## config.mk

```make
export PLATFORM = sky130hd
export DESIGN_NAME = regfile_wb_arbiter
export DESIGN_NICKNAME = d
export VERILOG_FILES = /design/src/rtl/regfile_wb_arbiter.sv
export SDC_FILE = /design/constraint.sdc
export NUM_CORES = 1
export LEC_CHECK = 0
export CORE_ASPECT_RATIO = 0.75
export CORE_UTILIZATION = 35
export DETAILED_ROUTE_END_ITERATION = 10
export PLACE_DENSITY = 0.76
export SYNTH_ARGS = -nofsm -noshare
export SYNTH_HDL_FRONTEND = slang
export SYNTH_SLANG_ARGS = --single-unit
```

## constraint.sdc

```tcl
create_clock -name clk -period 3.8 [get_ports clk]
set_input_delay 0.57 -clock clk [delete_from_list [all_inputs] [get_ports clk]]
set_output_delay 0.57 -clock clk [all_outputs]
set_load 0.005 [all_outputs]
```

## src/rtl/regfile_wb_arbiter.sv

```systemverilog
// Round-robin arbiter sharing one register-file write port among NREQ writeback
// sources, plus a 32-entry pending-write scoreboard. Define WB_OUTREG_EN to register the write port.
module regfile_wb_arbiter #(
  parameter int NREQ = 3,
  parameter int XLEN = 32
) (
  input  logic                 clk,
  input  logic                 rst,
  input  logic [NREQ-1:0]      req_valid,
  input  logic [NREQ*5-1:0]    req_addr,
  input  logic [NREQ*XLEN-1:0] req_data,
  output logic [NREQ-1:0]      req_ready,
  input  logic                 issue_valid,
  input  logic [4:0]           issue_rd,
  output logic [31:0]          busy,
  output logic                 rf_wen,
  output logic [4:0]           rf_waddr,
  output logic [XLEN-1:0]      rf_wdata
);

  localparam int PW = (NREQ > 1) ? $clog2(NREQ) : 1;

  logic [PW-1:0]   r_rr_ptr;
  logic [31:0]     r_busy;

  logic [4:0]      w_addr_a [NREQ];
  logic [XLEN-1:0] w_data_a [NREQ];

  logic [NREQ-1:0] w_grant;
  logic [PW-1:0]   w_gidx;
  logic            w_hs;
  logic [PW:0]     w_sum;
  logic [PW-1:0]   w_idx;

  logic            w_wen;
  logic [4:0]      w_waddr;
  logic [XLEN-1:0] w_wdata;

  logic            w_clr_en;
  logic [4:0]      w_clr_addr;
  logic [31:0]     w_set_mask;
  logic [31:0]     w_clr_mask;
  logic [31:0]     w_busy_nxt;

  for (genvar g = 0; g < NREQ; g++) begin : g_unpack
    assign w_addr_a[g] = req_addr[5*g +: 5];
    assign w_data_a[g] = req_data[XLEN*g +: XLEN];
  end

  function automatic logic [PW-1:0] next_ptr(input logic [PW-1:0] gidx);
    if (gidx == PW'(NREQ - 1)) return '0;
    return gidx + 1'b1;
  endfunction

  // Arbitration: walk upward from the pointer, first valid requester wins.
  // Reset gates the grant so no handshake is visible while rst is low.
  always_comb begin
    w_grant = '0;
    w_gidx  = '0;
    w_hs    = 1'b0;
    w_sum   = '0;
    w_idx   = '0;
    for (int k = 0; k < NREQ; k++) begin
      w_sum = {1'b0, r_rr_ptr} + (PW+1)'(k);
      if (w_sum >= (PW+1)'(NREQ)) w_sum = w_sum - (PW+1)'(NREQ);
      w_idx = w_sum[PW-1:0];
      if (!w_hs && req_valid[w_idx]) begin
        w_grant[w_idx] = 1'b1;
        w_gidx         = w_idx;
        w_hs           = 1'b1;
      end
    end
    if (!rst) begin
      w_grant = '0;
      w_hs    = 1'b0;
    end
  end

  assign req_ready = w_grant;

  always_ff @(posedge clk or negedge rst) begin
    if (!rst) begin
      r_rr_ptr <= '0;
    end else if (w_hs) begin
      r_rr_ptr <= next_ptr(w_gidx);
    end
  end

  // x0 writebacks are accepted but never assert the write enable.
  always_comb begin
    w_wen   = 1'b0;
    w_waddr = '0;
    w_wdata = '0;
    if (w_hs) begin
      w_waddr = w_addr_a[w_gidx];
      w_wdata = w_data_a[w_gidx];
      w_wen   = (w_addr_a[w_gidx] != 5'd0);
    end
  end

`ifdef WB_OUTREG_EN
  logic            r_rf_wen;
  logic [4:0]      r_rf_waddr;
  logic [XLEN-1:0] r_rf_wdata;

  always_ff @(posedge clk or negedge rst) begin
    if (!rst) begin
      r_rf_wen   <= 1'b0;
      r_rf_waddr <= '0;
      r_rf_wdata <= '0;
    end else begin
      r_rf_wen   <= w_wen;
      r_rf_waddr <= w_waddr;
      r_rf_wdata <= w_wdata;
    end
  end

  assign rf_wen     = r_rf_wen;
  assign rf_waddr   = r_rf_waddr;
  assign rf_wdata   = r_rf_wdata;
  // Clear follows the registered write so busy drops only once the data is visible.
  assign w_clr_en   = r_rf_wen;
  assign w_clr_addr = r_rf_waddr;
`else
  assign rf_wen     = w_wen;
  assign rf_waddr   = w_waddr;
  assign rf_wdata   = w_wdata;
  assign w_clr_en   = w_wen;
  assign w_clr_addr = w_waddr;
`endif

  // Set is applied after clear so a newly issued writer of the same register keeps it busy.
  always_comb begin
    w_set_mask = '0;
    w_clr_mask = '0;
    if (issue_valid) w_set_mask[issue_rd] = 1'b1;
    if (w_clr_en)    w_clr_mask[w_clr_addr] = 1'b1;
    w_busy_nxt = ((r_busy & ~w_clr_mask) | w_set_mask) & 32'hFFFF_FFFE;
  end

  always_ff @(posedge clk or negedge rst) begin
    if (!rst) begin
      r_busy <= '0;
    end else begin
      r_busy <= w_busy_nxt;
    end
  end

  assign busy = r_busy;

endmodule
```

==> out/summary.md <==
The logs give 5 for the total clock buffers created by CTS and 0 for the post-detailed-route count of antenna-violating nets. The finished cells cover 0.00564 mm2. Number of port buffers: 193. Net switching is 44.1% of the power. The run gives 0.00871 mm2 as the floorplan core area. The logs give 25.5% for the sequential area share after synthesis and 0.00253 ns for the post-placement setup slack. Setup slack on the critical path of the routed design comes to 0.107 ns. Setup violations remaining at the end of the flow were counted as 0.

After the last flow step, the layout net total stands at 748. The floorplan step set the die height to 85.3 um. Based on the critical path, the design can be clocked at up to 0.271 GHz. The share of total power dissipated in sequential elements is 12.6%.

The final period demand of the worst path was 3.69 ns. After clock tree synthesis, the clock-pin slew on the worst setup and hold paths is 0.05 ns. For the count of placed standard cells in the final layout, fillers left out, the log shows 731.

The Yosys warning count is 0. Root buffer selected by CTS: sky130_fd_sc_hd__clkbuf_16. The tools report the final count of hold timing violations as 0. Combinational logic burns 79.0% of the power. Adding up every negative setup slack in the final design gives 0 ns. Mean instance size in the synthesized netlist: 7.78 um2. The number of nets in the synthesized netlist is 542. The final layout contains routed wiring with a total length of 12500 um.

The run gives 0.00964 mm2 as the total die area. The power density over the cells was 892 mW/mm2. The worst reg-to-reg setup slack was 0.90 ns; the routed wire length per instance was 17.0 um.

Including well taps, the total number of placed cells is 717. For the largest net degree at the start of global routing, the log shows 41. For the internal cell power, the log shows 2.81 mW. The run gives 195 as the boundary pin count. Setup repair after global routing could not meet its margin everywhere.

In the routed design, unresolved DRC markers number 0. The startpoint of the lowest-slack hold path was r_rr_ptr[0]. The first global-routing pass estimated 19100 um of wire. Counting flops with an async set or reset pin after synthesis yields a share of 100%.

The clock network burns 8.5% of the power. The startpoint kind of the worst setup timing path was a flip-flop. Of all cell types, the one taking the most synthesized area is sky130_fd_sc_hd__dfrtp_1.

The tools report the kind of end point of the critical path as an output port. The path class of the tightest hold or removal check is reg -> reg. Data on the critical path arrives at its endpoint at 3.12 ns.

The worst hold path terminates at r_rr_ptr[0]. Across the run, the number of max-cap violations was 0. TritonCTS built the clock tree. Detailed routing inserted a total of 3923 vias.

The critical path is of the reg -> out type. In the synthesized netlist the dominant register cell turns out to be sky130_fd_sc_hd__dfrtp_1. The repair_antennas step left the layout with diodes totalling 0. The post-route netlist has 13.2% of its cells at a drive strength greater than 1. The worst-case IR drop observed on VDD is 0.000375 V. Row generation in the floorplan step produced 29 rows. Summed over all nets, the half-perimeter wirelength after detailed placement is 9810 um. Summed over all cells, the static leakage comes to 2.28 nW. The worst hold path passes through 2 cells. Number of hold-repair buffers added at the cts stage: 0. Sorting the synthesized cells by area gives the leading types as sky130_fd_sc_hd__dfrtp_1 26%, sky130_fd_sc_hd__nor2_1 16%, sky130_fd_sc_hd__mux2i_1 11%.

The number of enable-type register cells in the synthesized netlist is 0. Of the available clock period, the critical path in the final layout requires 97.2%. The detail-routed via count per cell was 5.37; the switching power was 2.22 mW. The first-pass detailed-route iteration total is 5. Initial standard-cell utilization of the core: 37.2%. The final core utilization was 64.7%. Counting along the longest clock path gives a buffer depth of 2.

In this run, the number of DRC markers left after iteration 0 of detailed routing was 196. The depth of the worst register-to-register path is 12, and the number of levels in the clock H-tree is 2. Counting distinct cell types in the post-synthesis netlist gives 57. The leftover overflow at the end of global routing came out at 0. Between clock sinks in the finished design, the worst skew comes to 0.00439 ns. The synthesized instance count is 416, and the total count of max-transition violations in the final report is 0. Counting the fill cells in the layout gives 759. Counting flops and latches in the post-synthesis netlist gives 33. The terminus of the critical flop-to-flop path is busy[18].

After detailed placement, the total cell area comes to 0.00538 mm2. Measured along the x axis, the die boundary spans 113 um. Compared with the post-synthesis result, the final layout area differs by 74.1%. For the total track usage, the log shows 25.3%. In this run the worst path has a maximum fanout of 9.

The commonest cells after synthesis are 141 x sky130_fd_sc_hd__nor2_1, 38 x sky130_fd_sc_hd__a21oi_1, 36 x sky130_fd_sc_hd__mux2i_1, 33 x sky130_fd_sc_hd__dfrtp_1, 26 x sky130_fd_sc_hd__a31oi_1. For the worst-skew pair later-pin latency, the log shows 0.28 ns. The via count of the first global-routing pass was 3779; the combined area of all synthesized cells was 0.00324 mm2. Routability-driven placement finished with a final weighted congestion of 0.929. The startpoint of the lowest-slack register-to-register path was r_rr_ptr[0]. The area share of the leading cell type in the synthesized netlist works out to 25.5%. The initial antenna violation count is 0.

The most repeated cell in the gate-level netlist after synthesis was sky130_fd_sc_hd__nor2_1. The run finished with clean final reports. The tree built by TritonCTS fans out to 33 sinks.

For the required time at the worst-slack endpoint, the log shows 3.23 ns.
-- cell families (layout without fill, tap and decap cells) --
| group | Yosys count | count (layout) | synth area share [%] |
|---|---|---|---|
| multiplexers | 41 | 41 | 13.5 |
| buffers and inverters | 42 | 249 | 6.76 |
| flip-flops | 33 | 33 | 25.5 |
| other | 1 | 1 | 0.116 |
| AND/OR/NAND/NOR | 189 | 189 | 28.1 |
| adder cells (fa/ha/maj) | 4 | 4 | 1.55 |
| AO/OA/AOI/OAI | 106 | 106 | 24.5 |
-- worst max-delay path by stage --
stage                  from     endpoint  slack, ns  cells after the start
2_1_floorplan   r_rr_ptr[0]       rf_wen       0.80                     12
3_3_place_gp   req_valid[2]       rf_wen       0.06                      9
3_5_place_dp   req_valid[2]       rf_wen      0.003                      9
4_1_cts         r_rr_ptr[0]       rf_wen      0.003                     10
5_1_grt         r_rr_ptr[0]  rf_wdata[5]      -0.01                     11
6_report        r_rr_ptr[0]  rf_wdata[5]       0.11                     11
-- power groups by stage --
stage	Combinational [mW]	Sequential [mW]	Clock, mW
after floorplan	2.25	0.626	0
after global placement	3.76	0.627	0
after detailed placement	3.82	0.636	0
after CTS	3.87	0.631	0.428
after global routing	4.27	0.649	0.451
final	3.97	0.631	0.426
-- sequential cells by signal, summed over array words and instances, names as in the netlist --
signal / count
r_rr_ptr: 2
busy: 31
-- stage by stage --
step | hold WS (ns) | total power [mW]
finish | 0.533 | 5.03
CTS | 0.535 | 4.93
floorplan | 0.274 | 2.87
detailed placement | 0.523 | 4.46
global route | 0.568 | 5.37
global placement | 0.515 | 4.39
-- area by class of cell --
type	count	area [um2]	area share, %
multi-input combinational	341	2230	39.6
timing repair buffer	226	2230	39.5
sequential	33	827	14.7
clock buffer	7	153	2.71
tap	108	135	2.40
inverter	15	56.3	0.999
clock inverter	1	5.00	0.0888
-- repair_timing --
action / in CTS / in global routing
buffers inserted: 2 / 4
pin swaps: 1 / 3
setup endpoints to repair: 23 / 28
gates resized for setup: 2 / 12
-- critical path: stages, from the launching register on --
cell,delay (ns)
sky130_fd_sc_hd__dfrtp_2,0.43
sky130_fd_sc_hd__inv_2,0.07
sky130_fd_sc_hd__ha_2,0.28
sky130_fd_sc_hd__or2_1,0.27
sky130_fd_sc_hd__a32oi_2,0.26
sky130_fd_sc_hd__o22a_4,0.27
sky130_fd_sc_hd__buf_4,0.23
sky130_fd_sc_hd__mux2i_1,0.33
sky130_fd_sc_hd__nor2_1,0.08
sky130_fd_sc_hd__a21oi_1,0.14
sky130_fd_sc_hd__nor2_1,0.05
sky130_fd_sc_hd__clkdlybuf4s50_1,0.44
-- layout by cell type (no fill, tap or decap), types with 4 or more instances in the layout --
master and count:
sky130_fd_sc_hd__nand3b_1 8, sky130_fd_sc_hd__a21oi_1 38, sky130_fd_sc_hd__dfrtp_1 32, sky130_fd_sc_hd__nor2_1 141, sky130_fd_sc_hd__o221ai_2 4, sky130_fd_sc_hd__nand2_1 7
sky130_fd_sc_hd__clkbuf_16 5, sky130_fd_sc_hd__clkdlybuf4s50_1 190, sky130_fd_sc_hd__inv_1 14, sky130_fd_sc_hd__buf_4 28, sky130_fd_sc_hd__o21ai_1 7, sky130_fd_sc_hd__a31oi_1 26
sky130_fd_sc_hd__nor3_4 5, sky130_fd_sc_hd__mux2i_1 36
-- per-layer routing --
| layer | up-vias | track usage [%] | share of wire, % |
|---|---|---|---|
| li1 | 1890 | - | - |
| met1 | 1834 | 31.2 | 40 |
| met2 | 176 | 44.7 | 50 |
| met3 | 23 | 5.43 | 7.7 |
| met4 | 0 | 7.06 | 1.8 |
| met5 | - | 0 | 0 |
Note: power is estimated with default switching activity, not from simulation.
==> RTL change (config.mk and constraints unchanged) <==
The option `WB_OUTREG_EN` is turned on by a define.
--- a/src/rtl/regfile_wb_arbiter.sv
+++ b/src/rtl/regfile_wb_arbiter.sv
@@ -1,5 +1,7 @@
 // Round-robin arbiter sharing one register-file write port among NREQ writeback
 // sources, plus a 32-entry pending-write scoreboard. Define WB_OUTREG_EN to register the write port.
+`define WB_OUTREG_EN
+
 module regfile_wb_arbiter #(
   parameter int NREQ = 3,
   parameter int XLEN = 32
Function: changed (a bounded check fails within 4 cycles, from zero or initial values and one cycle with rst low).
==> RTL change against the original RTL <==
Count of clock-buffer cells in the layout rose by 3; highest routed layer unchanged; routed wire length shrank 6.8%; final area is 8.3% higher; global-route usage down 4.4 points; via count fell by 5.9%; sequential share of layout area is 14 points higher; synthesized area rose by 18%; critical path depth shrank 3; total power fell by 14%; non-clock buffer count down 29; sequential cell count up 38; worst setup slack improved by 0.24 ns; largest cell class is now buffers.
==> RTL change: results (changes against the original RTL) <==
Run status
  • Result of the run: complete, no violations

Setup path
  • Capture point of the worst reg-to-reg path: rf_wdata[11]
  • R2r setup slk: 0.79 ns (-0.11 ns)
  • Reg-to-reg critical path startpoint: r_rr_ptr[1]
  • Data arrival time at the worst-slack endpoint: 2.88 ns (-0.24 ns)
  • Delay contributed by the slowest stage of the critical path: 0.54 ns (+0.10 ns)
  • Peak fanout along the critical path: 10 (+1)

Power and ir drop
  • Leakage component of the power: 2.39 nW (+4.5%)
  • Largest voltage drop on the vdd net: 0.290 mV (-23%)
  • Power Dens Cells: 704 mW/mm^2 (-21%)
  • Share of total power in the clock network: 0.195 (+0.110)
  • Reg power frac: 0.286 (+0.160)
  • Switching pwr: 1.56 mW (-30%)
  • Combinational cell power: 2.23 mW (-44%)

Synthesis
  • Distinct cell type count of the synthesized netlist: 50 (-12%)
  • Post-Synth Adder-Cell Area: 0.0132 (-0.00231)
  • Leading cell types by total area after synthesis: sky130_fd_sc_hd__dfrtp_1 (47%), sky130_fd_sc_hd__mux2i_1 (10%), sky130_fd_sc_hd__o21ai_0 (8.7%), sky130_fd_sc_hd__a211oi_1 (7.3%), sky130_fd_sc_hd__nor2_1 (4.4%)
  • Most frequent cells after synthesis: sky130_fd_sc_hd__dfrtp_1 (71), sky130_fd_sc_hd__o21ai_0 (66), sky130_fd_sc_hd__nor2_1 (45)
  • Mux contribution to synthesized area: 0.123 (-0.0119)

Layout
  • Share of post-route cells with drive strength above 1: 0.0751 (-0.0565)
  • Final std cells w/o fill: 695 (-4.9%)
  • Final #Nets: 680 (-9.1%)
  • Clock-cell share of area: 0.0486 (+0.0206)
  • Seq area share: 0.291 (+0.144)
  • Layout non-clock buf frac: 0.325 (-0.0699)
  • Number of inserted filler cells in the final layout: 904 (+19%)
  • Clock buffer instance count of the final layout: 10 (+3)
  • Inverters: 7 (-8)
  • Area growth from synthesis to layout: 60.3%

Clock network
  • Inserted Clock Buffers: 9 (+4)
  • Skew-Pair Late Insertion Delay: 0.33 ns (+0.05 ns)
  • Number of post-CTS setup repair buffers: 0 (-2)
  • Depth of the CTS H-tree: 3 (+1)

Route
  • Length of routed wiring on met1: 4760 um (-4.7%)
  • Routed len/inst: 16.7 um (-1.9%)
  • Per-cell via count in the routed design: 5.31 (-1.0%)
  • Iter 0 DRT Violations: 236 (+20%)
  • Length of routed met3 wiring: 1110 um (+16%)
  • Met2 wire len: 5610 um (-11%)

Placed design
  • Weighted congestion reported at the end of routability-driven placement: 0.892 (-4.0%)
  • Detailed placement HPWL: 8940 um (-8.8%)
  • Post-Place Setup Slack: 0.509 ns (+0.507 ns)

Global routing
  • GRT Total Usage: 0.210 (-0.0436)
  • Met2 Track Usage GR: 0.353 (-0.0948)
  • First-pass GRT wire length: 18000 um (-5.7%)
  • M3 GR Usage: 0.0727 (+0.0184)
  • Antenna violations before repair: 1 (+1)
  • Maximum number of pins on one net before global-route repair: 70 (+71%)

Hold path
  • Min-delay worst type: in2async
RTL change: cell types whose count changed in the layout (fill, tap and decap cells not counted), moves of 25 or more:
cell,change
sky130_fd_sc_hd__buf_4,-25
sky130_fd_sc_hd__a21oi_1,-33
sky130_fd_sc_hd__dfrtp_1,+39
sky130_fd_sc_hd__nor2_1,-96
sky130_fd_sc_hd__a211oi_1,+36
sky130_fd_sc_hd__a31oi_1,-26
sky130_fd_sc_hd__o21ai_0,+63
RTL change: worst max path at each step:
stage	slack, ns	cells past startpoint	end	startpoint
2_1_floorplan	1.49	7	req_ready[1]	r_rr_ptr[0]
3_3_place_gp	0.50	7	req_ready[1]	req_valid[1]
3_5_place_dp	0.51	7	req_ready[1]	req_valid[1]
4_1_cts	0.35	8	req_ready[1]	r_rr_ptr[1]
5_1_grt	0.19	8	req_ready[1]	r_rr_ptr[1]
6_report	0.35	8	req_ready[1]	r_rr_ptr[1]
